--- config.mk ---
export PLATFORM = sky130hd
export DESIGN_NAME = riscv_hazard_ctrl_flat
export DESIGN_NICKNAME = d
export VERILOG_FILES = /design/src/rtl/riscv_hazard_pkg.sv /design/src/rtl/riscv_hazard_if.sv /design/src/rtl/riscv_stall_watchdog.sv /design/src/rtl/riscv_hazard_ctrl.sv /design/src/flat_wrapper.sv
export SDC_FILE = /design/constraint.sdc
export NUM_CORES = 1
export LEC_CHECK = 0
export ABC_AREA = 1
export CORE_ASPECT_RATIO = 0.9
export CORE_MARGIN = 3
export CORE_UTILIZATION = 38
export CTS_CLUSTER_DIAMETER = 150
export DETAILED_ROUTE_END_ITERATION = 6
export GPL_TIMING_DRIVEN = 0
export PLACE_DENSITY = 0.9
export SLEW_MARGIN = 20
export SYNTH_ARGS = -nofsm -noshare
export SYNTH_HDL_FRONTEND = slang
export SYNTH_HIERARCHICAL = 1
export SYNTH_SLANG_ARGS = --single-unit
--- constraint.sdc ---
create_clock -name clk -period 1.9 [get_ports clk]
set_clock_uncertainty 0.15 [all_clocks]
set_input_delay 0.285 -clock clk [delete_from_list [all_inputs] [get_ports clk]]
set_output_delay 0.285 -clock clk [all_outputs]
set_load 0.01 [all_outputs]
--- src/rtl/riscv_hazard_pkg.sv ---
// riscv_hazard_pkg: shared types and constants for the hazard/stall controller.
package riscv_hazard_pkg;

    typedef enum logic {
        ST_RUN     = 1'b0,
        ST_LU_HOLD = 1'b1
    } hz_state_e;

    typedef enum logic [1:0] {
        CAUSE_NONE  = 2'd0,
        CAUSE_LU    = 2'd1,
        CAUSE_EXT   = 2'd2,
        CAUSE_FLUSH = 2'd3
    } cause_e;

    localparam logic [4:0] REG_X0 = 5'd0;

    // Index of the lowest set bit (0 when none set).
    function automatic logic [2:0] lowest_set(input logic [7:0] v);
        logic [2:0] idx;
        idx = '0;
        for (int i = 7; i >= 0; i--) begin
            if (v[i]) idx = 3'(i);
        end
        return idx;
    endfunction

endpackage

--- src/rtl/riscv_hazard_if.sv ---
// riscv_hazard_if: ID-stage hazard inputs, SoC stall requests and the
// resulting pipeline enables / watchdog / perf outputs.
interface riscv_hazard_if #(parameter int NUM_EXT = 2);
    logic [4:0]         id_rs1;
    logic [4:0]         id_rs2;
    logic               id_use_rs1;
    logic               id_use_rs2;
    logic [4:0]         ex_rd;
    logic               ex_mem_read;
    logic [NUM_EXT-1:0] ext_stall;
    logic               branch_taken;
    logic               tmo_clr;

    logic               pc_write;
    logic               if_id_write;
    logic               if_id_flush;
    logic               id_ex_flush;
    logic               pipeline_freeze;
    logic [1:0]         stall_cause;
    logic               tmo_pulse;
    logic               tmo_flag;
    logic [2:0]         tmo_src;
    logic [31:0]        perf_lu;
    logic [31:0]        perf_ext;
    logic [31:0]        perf_flush;

    modport master (
        output id_rs1, id_rs2, id_use_rs1, id_use_rs2, ex_rd, ex_mem_read,
               ext_stall, branch_taken, tmo_clr,
        input  pc_write, if_id_write, if_id_flush, id_ex_flush, pipeline_freeze,
               stall_cause, tmo_pulse, tmo_flag, tmo_src, perf_lu, perf_ext, perf_flush
    );

    modport slave (
        input  id_rs1, id_rs2, id_use_rs1, id_use_rs2, ex_rd, ex_mem_read,
               ext_stall, branch_taken, tmo_clr,
        output pc_write, if_id_write, if_id_flush, id_ex_flush, pipeline_freeze,
               stall_cause, tmo_pulse, tmo_flag, tmo_src, perf_lu, perf_ext, perf_flush
    );
endinterface

--- src/rtl/riscv_stall_watchdog.sv ---
// riscv_stall_watchdog: counts consecutive external-freeze cycles and raises a
// one-cycle pulse plus a sticky flag when the run reaches 2^TMO_W-1.
module riscv_stall_watchdog
    import riscv_hazard_pkg::*;
#(
    parameter int TMO_W   = 8,
    parameter int NUM_EXT = 2
) (
    input  logic               clk,
    input  logic               rst_n,
    input  logic [NUM_EXT-1:0] ext_stall,
    input  logic               tmo_clr,
    output logic               tmo_pulse,
    output logic               tmo_flag,
    output logic [2:0]         tmo_src
);
    localparam logic [TMO_W-1:0] FRZ_MAX = '1;
    localparam logic [TMO_W-1:0] FRZ_HIT = FRZ_MAX - TMO_W'(1);

    logic [TMO_W-1:0] frz_cnt;
    logic [7:0]       ext8;
    logic             frozen;
    logic             hit;

    assign ext8   = 8'(ext_stall);
    assign frozen = |ext_stall;
    // Fires only on the step into saturation, so a held freeze pulses once.
    assign hit    = frozen && (frz_cnt == FRZ_HIT);

    // Freeze-run counter, timeout pulse, sticky flag (set beats clear) and source capture.
    always_ff @(posedge clk or negedge rst_n) begin
        if (!rst_n) begin
            frz_cnt   <= '0;
            tmo_pulse <= 1'b0;
            tmo_flag  <= 1'b0;
            tmo_src   <= '0;
        end else begin
            tmo_pulse <= hit;
            if (!frozen)
                frz_cnt <= '0;
            else if (frz_cnt != FRZ_MAX)
                frz_cnt <= frz_cnt + TMO_W'(1);
            if (hit) begin
                tmo_flag <= 1'b1;
                tmo_src  <= lowest_set(ext8);
            end else if (tmo_clr) begin
                tmo_flag <= 1'b0;
            end
        end
    end
endmodule

--- src/rtl/riscv_hazard_ctrl.sv ---
// riscv_hazard_ctrl: load-use / external-stall / flush arbitration for the
// 5-stage core, with stall watchdog. Optional perf counters are built when
// RISCV_HAZARD_PERF_EN is defined; otherwise the perf outputs are tied to 0.
module riscv_hazard_ctrl
    import riscv_hazard_pkg::*;
#(
    parameter int NUM_EXT  = 2,
    parameter int LOAD_LAT = 1,
    parameter int TMO_W    = 8
) (
    input  logic           clk,
    input  logic           rst_n,
    riscv_hazard_if.slave  bus
);
    localparam logic [1:0] LU_INIT = 2'(LOAD_LAT - 1);

    hz_state_e  state;
    logic [1:0] lu_cnt;
    logic       hz;
    logic       ext_any;
    cause_e     cause;
    logic       pc_write, if_id_write, if_id_flush, id_ex_flush, freeze;

    assign ext_any = |bus.ext_stall;
    assign hz = bus.ex_mem_read && (bus.ex_rd != REG_X0) &&
                ((bus.id_use_rs1 && (bus.id_rs1 == bus.ex_rd)) ||
                 (bus.id_use_rs2 && (bus.id_rs2 == bus.ex_rd)));

    // Per-cycle arbitration: external > flush > load-use (fresh hazard or hold).
    always_comb begin
        pc_write    = 1'b1;
        if_id_write = 1'b1;
        if_id_flush = 1'b0;
        id_ex_flush = 1'b0;
        freeze      = 1'b0;
        cause       = CAUSE_NONE;
        if (ext_any) begin
            pc_write    = 1'b0;
            if_id_write = 1'b0;
            freeze      = 1'b1;
            cause       = CAUSE_EXT;
        end else if (bus.branch_taken) begin
            if_id_flush = 1'b1;
            id_ex_flush = 1'b1;
            cause       = CAUSE_FLUSH;
        end else if (state == ST_LU_HOLD || hz) begin
            pc_write    = 1'b0;
            if_id_write = 1'b0;
            id_ex_flush = 1'b1;
            cause       = CAUSE_LU;
        end
    end

    // Hold-state sequencing; a frozen cycle leaves state and bubble count untouched.
    always_ff @(posedge clk or negedge rst_n) begin
        if (!rst_n) begin
            state  <= ST_RUN;
            lu_cnt <= '0;
        end else if (!ext_any) begin
            if (bus.branch_taken) begin
                state  <= ST_RUN;
                lu_cnt <= '0;
            end else if (state == ST_LU_HOLD) begin
                if (lu_cnt == 2'd1) begin
                    state  <= ST_RUN;
                    lu_cnt <= '0;
                end else begin
                    lu_cnt <= lu_cnt - 2'd1;
                end
            end else if (hz && (LOAD_LAT > 1)) begin
                state  <= ST_LU_HOLD;
                lu_cnt <= LU_INIT;
            end
        end
    end

    assign bus.pc_write        = pc_write;
    assign bus.if_id_write     = if_id_write;
    assign bus.if_id_flush     = if_id_flush;
    assign bus.id_ex_flush     = id_ex_flush;
    assign bus.pipeline_freeze = freeze;
    assign bus.stall_cause     = cause;

    riscv_stall_watchdog #(.TMO_W(TMO_W), .NUM_EXT(NUM_EXT)) u_wdog (
        .clk       (clk),
        .rst_n     (rst_n),
        .ext_stall (bus.ext_stall),
        .tmo_clr   (bus.tmo_clr),
        .tmo_pulse (bus.tmo_pulse),
        .tmo_flag  (bus.tmo_flag),
        .tmo_src   (bus.tmo_src)
    );

`ifdef RISCV_HAZARD_PERF_EN
    logic [31:0] cnt_lu, cnt_ext, cnt_flush;

    // Saturating per-cause cycle counters.
    always_ff @(posedge clk or negedge rst_n) begin
        if (!rst_n) begin
            cnt_lu    <= '0;
            cnt_ext   <= '0;
            cnt_flush <= '0;
        end else begin
            if (cause == CAUSE_LU    && cnt_lu    != '1) cnt_lu    <= cnt_lu    + 32'd1;
            if (cause == CAUSE_EXT   && cnt_ext   != '1) cnt_ext   <= cnt_ext   + 32'd1;
            if (cause == CAUSE_FLUSH && cnt_flush != '1) cnt_flush <= cnt_flush + 32'd1;
        end
    end

    assign bus.perf_lu    = cnt_lu;
    assign bus.perf_ext   = cnt_ext;
    assign bus.perf_flush = cnt_flush;
`else
    assign bus.perf_lu    = '0;
    assign bus.perf_ext   = '0;
    assign bus.perf_flush = '0;
`endif
endmodule

--- src/flat_wrapper.sv ---
// flat-port wrapper written by rule: the top's interface ports become plain ports
module riscv_hazard_ctrl_flat import riscv_hazard_pkg::*;
#(
    parameter int NUM_EXT  = 2,
    parameter int LOAD_LAT = 1,
    parameter int TMO_W    = 8
)
  (clk, rst_n, bus_id_rs1, bus_id_rs2, bus_id_use_rs1, bus_id_use_rs2, bus_ex_rd, bus_ex_mem_read, bus_ext_stall, bus_branch_taken, bus_tmo_clr, bus_pc_write, bus_if_id_write, bus_if_id_flush, bus_id_ex_flush, bus_pipeline_freeze, bus_stall_cause, bus_tmo_pulse, bus_tmo_flag, bus_tmo_src, bus_perf_lu, bus_perf_ext, bus_perf_flush);
  riscv_hazard_if #(.NUM_EXT(NUM_EXT)) bus_i ();
  input  logic clk;
  input  logic rst_n;
  input wire logic [$bits(bus_i.id_rs1)-1:0] bus_id_rs1;
  input wire logic [$bits(bus_i.id_rs2)-1:0] bus_id_rs2;
  input wire logic [$bits(bus_i.id_use_rs1)-1:0] bus_id_use_rs1;
  input wire logic [$bits(bus_i.id_use_rs2)-1:0] bus_id_use_rs2;
  input wire logic [$bits(bus_i.ex_rd)-1:0] bus_ex_rd;
  input wire logic [$bits(bus_i.ex_mem_read)-1:0] bus_ex_mem_read;
  input wire logic [$bits(bus_i.ext_stall)-1:0] bus_ext_stall;
  input wire logic [$bits(bus_i.branch_taken)-1:0] bus_branch_taken;
  input wire logic [$bits(bus_i.tmo_clr)-1:0] bus_tmo_clr;
  output wire logic [$bits(bus_i.pc_write)-1:0] bus_pc_write;
  output wire logic [$bits(bus_i.if_id_write)-1:0] bus_if_id_write;
  output wire logic [$bits(bus_i.if_id_flush)-1:0] bus_if_id_flush;
  output wire logic [$bits(bus_i.id_ex_flush)-1:0] bus_id_ex_flush;
  output wire logic [$bits(bus_i.pipeline_freeze)-1:0] bus_pipeline_freeze;
  output wire logic [$bits(bus_i.stall_cause)-1:0] bus_stall_cause;
  output wire logic [$bits(bus_i.tmo_pulse)-1:0] bus_tmo_pulse;
  output wire logic [$bits(bus_i.tmo_flag)-1:0] bus_tmo_flag;
  output wire logic [$bits(bus_i.tmo_src)-1:0] bus_tmo_src;
  output wire logic [$bits(bus_i.perf_lu)-1:0] bus_perf_lu;
  output wire logic [$bits(bus_i.perf_ext)-1:0] bus_perf_ext;
  output wire logic [$bits(bus_i.perf_flush)-1:0] bus_perf_flush;
  assign bus_i.id_rs1 = bus_id_rs1;
  assign bus_i.id_rs2 = bus_id_rs2;
  assign bus_i.id_use_rs1 = bus_id_use_rs1;
  assign bus_i.id_use_rs2 = bus_id_use_rs2;
  assign bus_i.ex_rd = bus_ex_rd;
  assign bus_i.ex_mem_read = bus_ex_mem_read;
  assign bus_i.ext_stall = bus_ext_stall;
  assign bus_i.branch_taken = bus_branch_taken;
  assign bus_i.tmo_clr = bus_tmo_clr;
  assign bus_pc_write = bus_i.pc_write;
  assign bus_if_id_write = bus_i.if_id_write;
  assign bus_if_id_flush = bus_i.if_id_flush;
  assign bus_id_ex_flush = bus_i.id_ex_flush;
  assign bus_pipeline_freeze = bus_i.pipeline_freeze;
  assign bus_stall_cause = bus_i.stall_cause;
  assign bus_tmo_pulse = bus_i.tmo_pulse;
  assign bus_tmo_flag = bus_i.tmo_flag;
  assign bus_tmo_src = bus_i.tmo_src;
  assign bus_perf_lu = bus_i.perf_lu;
  assign bus_perf_ext = bus_i.perf_ext;
  assign bus_perf_flush = bus_i.perf_flush;
  riscv_hazard_ctrl #(.NUM_EXT(NUM_EXT), .LOAD_LAT(LOAD_LAT), .TMO_W(TMO_W)) u_core (.clk(clk), .rst_n(rst_n), .bus(bus_i));
endmodule
=== After elaboration in Yosys (flattened, before gate mapping) ===
Index checks and enable logic that the tools add are counted.

* Bits in registers: 16
* Logic and storage cells: 51

* Add/sub/neg operators: 2
* Eq/ne operators: 6
* Multiplexer cells: 24
* Bitwise gates (word level): 1
* Reduce and logical (&&, ||, !) cells: 12

{| class="wikitable"
|+ Operator list
! operator !! number
|-
| $mux 1 || 16
|-
| $mux 8 || 2
|-
| $eq 5x5->1 || 2
|-
| $mux 2 || 5
|-
| $add 8x1->8 const B || 1
|-
| $eq 8x8->1 const B || 1
|-
| $ne 8x8->1 const B || 1
|-
| $logic_and 1x1->1 || 5
|-
| $reduce_bool 5->1 || 1
|-
| $reduce_bool 2->1 || 2
|-
| $mux 3 || 1
|-
| $eq 2x1->1 const B || 1
|-
| $logic_or 1x1->1 || 2
|-
| $ne 2x1->1 const B || 1
|-
| $reduce_and 2->1 || 1
|-
| $reduce_or 2->1 || 1
|-
| $sub 2x1->2 const B || 1
|-
| $not 1->1 || 1
|}

=== Logic depth before layout (Yosys ltp) ===
Gate-level depths: netlist of run 1.

* Depth in word-level cells: 8
* Depth in mapped cells: 10
* Depth with buffers taken out: 9

=== By module ===
The synthesis of run 1 kept the hierarchy.

{| class="wikitable"
|+ Modules (own cells, without submodules)
! module !! times used !! cells an instance !! area each (µm²) !! seq. area each (µm²)
|-
| riscv_hazard_ctrl || 1 || 183 || 1152.4 || 75.1
|-
| riscv_stall_watchdog || 1 || 77 || 646.9 || 275.3
|}

=== Worst setup path after synthesis of run 1 ===
No wires, ideal clock.

* Path type: input port to output port
* Start: input bus_ext_stall[1]
* End: output bus_pc_write
* Data arrival time: 1.092 ns
* Data required time: 1.465 ns
* Path slack: 0.373 ns
* Stages on the path: 6
* Path buffers: 1
* Path through: nor2_1 inv_2 nor2_1 inv_1 nand2_1 buf_4

* Cells in the longest elaborated chain, start to end: 2

{| class="wikitable"
|+ Ends and longest elaborated chain
! element !! RTL line !! text
|-
| start: declaration || flat_wrapper.sv:18 || <nowiki>input wire logic [$bits(bus_i.ext_stall)-1:0] bus_ext_stall;</nowiki>
|-
| $reduce_or 2->1 || riscv_hazard_ctrl.sv:24 || <nowiki>assign ext_any = |bus.ext_stall;</nowiki>
|-
| $mux 1 || - ||
|-
| end: declaration || flat_wrapper.sv:21 || <nowiki>output wire logic [$bits(bus_i.pc_write)-1:0] bus_pc_write;</nowiki>
|}

Every way passes these cells.

=== Worst setup path in the final report of run 1 ===
* Start: input bus_branch_taken
* End: output bus_id_ex_flush

* Cells in the longest elaborated chain, start to end: 2

{| class="wikitable"
|+ Ends and longest elaborated chain
! element !! RTL line !! text
|-
| start: declaration || flat_wrapper.sv:19 || <nowiki>input wire logic [$bits(bus_i.branch_taken)-1:0] bus_branch_taken;</nowiki>
|-
| $mux 1 || riscv_hazard_ctrl.sv:42 || <nowiki>end else if (bus.branch_taken) begin</nowiki>
|-
| $mux 1 || riscv_hazard_ctrl.sv:37 || <nowiki>if (ext_any) begin</nowiki>
|-
| end: declaration || flat_wrapper.sv:24 || <nowiki>output wire logic [$bits(bus_i.id_ex_flush)-1:0] bus_id_ex_flush;</nowiki>
|}

Every way passes these cells.

==> flow_metrics.py, run 1 <==
metrics = {
    "run_status": {
        "status": "completed",
    },
    "layout": {
        "final_common_cell": "buf_4",
        "nets": 423,
        "syn_to_final_growth_pct": 45.5,
        "instances_no_fill": 457,
        "seqCellArea_um2": 350,
        "fillers": 436,
        "n_antenna_cell": 0,
        "multiInputGateArea_um2": 952,
        "drive_above_1_share_pct": 34.2,
        "layout_common_cells": "103 x buf_4, 98 x conb_1, 51 x nand2_1",
    },
    "power_and_ir_drop": {
        "ir_drop_uv": 338,
        "powerDensity_nw_per_um2": 441,
        "clock_power_share_pct": 24.0,
        "p_int_mw": 0.762,
        "p_sw_mw": 0.394,
        "p_leak_nw": 1.69,
        "seq_power_share_pct": 33.2,
        "comb_power_share_pct": 42.8,
        "report.power.total_mw": 1.16,
        "sw_frac_of_total_pct": 34.1,
    },
    "critical_path": {
        "crit_path_cell_trace": "clkdlybuf4s50_1 -> inv_2 -> a21oi_4 -> inv_1 -> nand2_1 -> clkdlybuf4s15_2",
        "endpoint_kind": "primary output",
        "cp_slowest_cell": "clkdlybuf4s50_1",
        "start_kind": "input pin",
        "arrival_ps": 1360,
        "critPathRequiredTime_ps": 1460,
        "critPathKind": "input pin to primary output",
        "cp_max_fo": 5,
        "cp_num_buf_inv": 4,
        "critPathMaxStageDelay_ps": 510,
        "critical_path.top_delay_family": "buffers and inverters",
    },
    "global_route": {
        "groute.usage.overall_pct": 13.1,
        "antenna_found_initial": 0,
        "grt_pass1_wl_um": 6010,
        "grt-ovfl-total": 0,
        "grt_pass1_vias": 1434,
        "grt_max_degree": 15,
    },
    "yosys": {
        "yosys_register_bits": 14,
        "syn_area_um2": 1800,
        "synthCells": 260,
        "synth_cell_types": 21,
        "ys_warn_count": 6,
        "synth_seq_area_share_pct": 19.5,
        "syn_avg_cell_area_um2": 6.92,
    },
    "clocking": {
        "hold_buffers": 0,
        "clk_latency_ps": 240,
        "cts_tree": "done",
        "clock_path_buffers": 2,
        "cts_buffers": 3,
        "root_buffer": "clkbuf_8",
        "cts_sinks": 14,
        "ctsHtreeMaxLevel": 1,
        "clk_pin_slew_ps": 50,
    },
    "die": {
        "fp.dieW_um": 78.5,
        "core_region_area_um2": 4520,
        "fp.dieArea_um2": 5600,
        "die_y_um": 71.3,
        "start_util_pct": 39.8,
        "ioPinCount": 132,
        "rows": 23,
    },
    "route": {
        "met2_length_um": 2130,
        "ant_nets": 0,
        "met3_length_um": 301,
        "dr.pass1.iters": 4,
        "vias_per_cell": 3.53,
        "dr.first_iter.drc_count": 94,
        "routed_wl_um": 3740,
        "drc": 0,
        "routedWlPerCell_um": 8.18,
        "m1WireLength_um": 1280,
        "vias": 1611,
        "routed.top_layer": "met4",
    },
    "flow_run": {
        "max_cap_viol_count": 0,
    },
    "sta": {
        "fmax_mhz": 557,
        "fin_ws_ps": 104,
        "period_share_pct": 94.5,
        "finalSetupViolations": 0,
        "slew_viol_final": 0,
        "worst_slew_margin_rel_pct": 60.7,
        "fin_crit_ps": 1800,
        "hold_viol_final": 0,
        "tns_ps": 0,
        "tightest_slew_ps": 588,
    },
    "placement": {
        "globalplace.congestion": 0.902,
        "hpwlAfterDp_um": 3370,
        "io_buffers": 33,
        "dp_slack_ps": -626,
        "dp.cells": 451,
    },
    "worst_hold_path": {
        "worstHoldPathType": "input pin to asynchronous set/reset pin",
    },
}
worst register-to-register path, cell delays in order, from the launching register on:
cell and delay (ps):
dfrtp_1 430, ha_1 230, nand2_1 120, nor2_4 200, nand4_1 130, nand2_1 80, nor2_1 40
through the flow:
step / utilization (%) / hold WS [ps] / cell area, um^2
3_3_place_gp: 56.8 / 317 / 2570
3_5_place_dp: 56.8 / 331 / 2570
5_1_grt: 58.0 / 337 / 2620
4_1_cts: 57.8 / 297 / 2610
2_1_floorplan: - / -161 / 2160
6_report: 58.0 / 268 / 2620
final cells by class:
type,count,area share [%]
plain buffers,101,29.0
flip-flops and latches,14,13.4
multi-input cells,210,36.4
repair buffers,35,11.8
well taps,62,2.96
inverters,31,4.44
clock buffers,4,2.10
power groups by stage:
stage / logic (mW) / clock network, mW / registers [mW]
6_report: 0.495 / 0.277 / 0.384
3_5_place_dp: 0.488 / 0 / 0.385
3_3_place_gp: 0.475 / 0 / 0.382
2_1_floorplan: 0.381 / 0 / 0.375
4_1_cts: 0.481 / 0.286 / 0.383
5_1_grt: 0.559 / 0.299 / 0.389
synth_stat cells:
| library cell | n | area, um^2 |
|---|---|---|
| a21oi_1 | 1 | 5.00 |
| a21oi_4 | 1 | 16.3 |
| a31oi_1 | 1 | 6.26 |
| buf_4 | 101 | 758 |
| conb_1 | 2 | 7.51 |
| dfrtp_1 | 14 | 350 |
| ha_1 | 3 | 37.5 |
| inv_1 | 28 | 105 |
| inv_2 | 3 | 11.3 |
| nand2_1 | 52 | 195 |
| nand2_2 | 3 | 18.8 |
| nand3_1 | 11 | 55.1 |
| nand3_4 | 2 | 35.0 |
| nand4_1 | 3 | 18.8 |
| nor2_1 | 23 | 86.3 |
| nor2_4 | 1 | 11.3 |
| nor2_8 | 1 | 20.0 |
| o21ai_0 | 6 | 30.0 |
| o21ai_2 | 2 | 17.5 |
| o21bai_1 | 1 | 7.51 |
| or2_2 | 1 | 6.26 |
repair_timing:
item / in CTS / in global routing
pin swaps: 10 / 11
setup endpoints to repair: 7 / 4
hold endpoints to repair: 0 / 0
gates resized for setup: 39 / 15
setup buffers: 1 / 1
registers in the layout, summed over array words and instances, names as in the netlist:
| name | flops |
|---|---|
| u_core/u_wdog/frz_cnt | 8 |
| u_core/lu_cnt | 2 |
| u_core/state | 1 |
| u_core/u_wdog/tmo_flag | 1 |
| u_core/u_wdog/tmo_pulse | 1 |
| u_core/u_wdog/tmo_src | 1 |
path summary, 6_finish.rpt:
kind	cells past startpoint	to	slack, ps	start
setup / recovery	6	bus_id_ex_flush	100	bus_branch_taken
max in group asynchronous	1	u_core/u_wdog/frz_cnt[5]	940	rst_n
min in group clk	2	u_core/u_wdog/tmo_src[0]	350	u_core/u_wdog/tmo_src[0]
hold / removal	1	u_core/u_wdog/frz_cnt[4]	270	rst_n
setup reg to reg	6	u_core/u_wdog/frz_cnt[6]	420	u_core/u_wdog/frz_cnt[1]
hold reg to reg	2	u_core/u_wdog/tmo_src[0]	350	u_core/u_wdog/tmo_src[0]
kinds of logic after synthesis:
group,share of synthesized area (%)
DFF,19.5
and+or+nand+nor,24.8
other,0.417
adders and majority gates,2.09
buffers and inverters,48.6
AOI/OAI and AO/OA,4.59
routing by layer:
layer / vias to the layer above / global-route usage, %
li1: 859 / -
met1: 662 / 14.1
met2: 86 / 26.2
met3: 4 / 2.01
met4: 0 / 3.30
met5: - / 0
(Power assumes the default switching activity.)
==> run 2, diff against run 1 <==
CORE_UTILIZATION = 32   (was 38)
PLACE_DENSITY = 0.81   (was 0.9)
clock period = 1.5 ns   (was 1.9 ns; I/O delays follow)
==> flow_metrics.py, run 2 (synthesized netlist as in run 1, its figures left out) <==
metrics = {
    "run_status": {
        "status": "completed",
    },
    "sta": {
        "finalSetupViolations": 0,
        "tns_ps": 0,
        "slew_viol_final": 0,
        "hold_viol_final": 0,
        "rsz0062_at_grt": "true",
        "tightest_slew_ps": 612,
        "worst_slew_margin_rel_pct": 59.1,
        "fin_crit_ps": 1470,
        "fmax_mhz": 679,
        "finalHoldWorstSlack_ps": 130,
        "period_share_pct": 98.2,
    },
    "worst_hold_path": {
        "worstHoldStart": "bus_ext_stall[1]",
        "worstHoldPathType": "input pin to flop",
    },
    "clocking": {
        "cts_tree": "done",
        "clk_latency_ps": 250,
        "clk_pin_slew_ps": 50,
        "cts_sinks": 14,
        "root_buffer": "clkbuf_8",
        "cts_buffers": 3,
        "ctsHtreeMaxLevel": 1,
        "clock_path_buffers": 2,
    },
    "die": {
        "fp.dieArea_um2": 6560,
        "ioPinCount": 132,
        "core_region_area_um2": 5350,
        "die_y_um": 77.1,
        "rows": 25,
        "fp.dieW_um": 85.0,
        "start_util_pct": 33.6,
    },
    "power_and_ir_drop": {
        "comb_power_share_pct": 43.6,
        "sw_frac_of_total_pct": 33.9,
        "seq_power_share_pct": 32.1,
        "ir_drop_uv": 393,
        "report.power.total_mw": 1.49,
        "p_leak_nw": 1.71,
        "p_int_mw": 0.987,
        "p_sw_mw": 0.506,
        "clock_power_share_pct": 24.3,
        "powerDensity_nw_per_um2": 564,
    },
    "global_route": {
        "groute.usage.overall_pct": 10.9,
        "grt_pass1_vias": 1425,
        "grt_pass1_wl_um": 5960,
        "grt_max_degree": 15,
        "antenna_found_initial": 1,
        "grt-ovfl-total": 0,
    },
    "route": {
        "ant_nets": 0,
        "vias": 1556,
        "dr.first_iter.drc_count": 70,
        "dr.pass1.iters": 4,
        "routed_wl_um": 3790,
        "routedWlPerCell_um": 8.17,
        "vias_per_cell": 3.36,
        "drc": 0,
    },
    "placement": {
        "io_buffers": 33,
        "placed_area_um2": 2570,
        "globalplace.congestion": 0.884,
        "hpwlAfterDp_um": 3340,
    },
    "layout": {
        "drive_above_1_share_pct": 40.8,
        "largest_reg_flops": 8,
        "syn_to_final_growth_pct": 47.1,
        "layout_common_cells": "102 x buf_4, 98 x conb_1, 45 x nand2_1",
        "fillers": 522,
        "utilization_pct": 49.5,
        "stdcell_area_um2": 2650,
        "final_common_cell": "buf_4",
        "nets": 423,
        "top_register": "u_core/u_wdog/frz_cnt",
        "top_regs": "u_core/u_wdog/frz_cnt (8), u_core/lu_cnt (2)",
    },
    "flow_run": {
        "max_cap_viol_count": 0,
    },
    "critical_path": {
        "arrival_ps": 1100,
        "cp_max_fo": 2,
        "start_kind": "flop",
        "cp_slowest_cell": "dfrtp_1",
        "rr_startpoint": "u_core/u_wdog/frz_cnt[1]",
        "cp-startpoint": "u_core/state",
        "critPathRequiredTime_ps": 1120,
        "crit_path_cell_trace": "inv_2 -> a21oi_4 -> inv_2 -> nand2_2 -> buf_6 -> buf_6",
        "critPathMaxStageDelay_ps": 360,
        "endpoint_kind": "primary output",
        "critPathKind": "flop to primary output",
    },
}
[run 2: power by group through the flow]
| stage | sequential, mW | clock [mW] | combinational, mW |
|---|---|---|---|
| after floorplan | 0.475 | 0 | 0.483 |
| after global placement | 0.482 | 0 | 0.604 |
| after detailed placement | 0.487 | 0 | 0.617 |
| after CTS | 0.479 | 0.377 | 0.601 |
| after global routing | 0.486 | 0.395 | 0.724 |
| final | 0.479 | 0.364 | 0.651 |
[run 2: layout make-up]
cell class              count  area [um^2]  share of cell area, %
multi-input cells         210          970                   36.6
plain buffers             100          754                   28.5
flip-flops and latches     14          350                   13.2
repair buffers             36          315                   11.9
inverters                  31          116                   4.40
well taps                  67         83.8                   3.17
clock buffers               4         55.1                   2.08
diodes                      1         2.50                 0.0945
[run 2: stage by stage]
step	instances	worst slack [ps]
after CTS	461	3.72
after floorplan	356	93.2
after global routing	462	-67.1
final	463	27.6
after detailed placement	456	-871
after global placement	456	-875
[run 2: timing repair]
| item | 4_1_cts | 5_1_grt |
|---|---|---|
| endpoints found under the setup margin | 9 | 12 |
| buffers inserted | 2 | 1 |
| resized for setup | 107 | 21 |
| pin swaps | 27 | 18 |
| hold buffers | 0 | 0 |
[run 2: critical path, delay by kind of cell (launching register included)]
family	cells	cell delay, ps
flip-flops	1	360
AND/OR/NAND/NOR	1	80
buffers and inverters	4	280
AO/OA/AOI/OAI	1	140
[run 2: metal layers]
metal	share of wire (%)	GRT usage [%]	routed length, um
met1	35	11.4	1310
met2	54	20.8	2050
met3	9.1	1.83	345
met4	2.1	4.91	79
met5	0	0	0
[run 2: final timing paths]
kind / endpoint / slack (ps) / cells past startpoint
max: bus_stall_cause[0] / 30 / 6
min: u_core/u_wdog/tmo_src[0] / 130 / 3
max reg2reg: u_core/u_wdog/frz_cnt[4] / 110 / 6
min reg2reg: u_core/u_wdog/tmo_src[0] / 330 / 2
max in group asynchronous: u_core/u_wdog/tmo_flag / 590 / 1
min in group asynchronous: u_core/u_wdog/frz_cnt[7] / 210 / 1
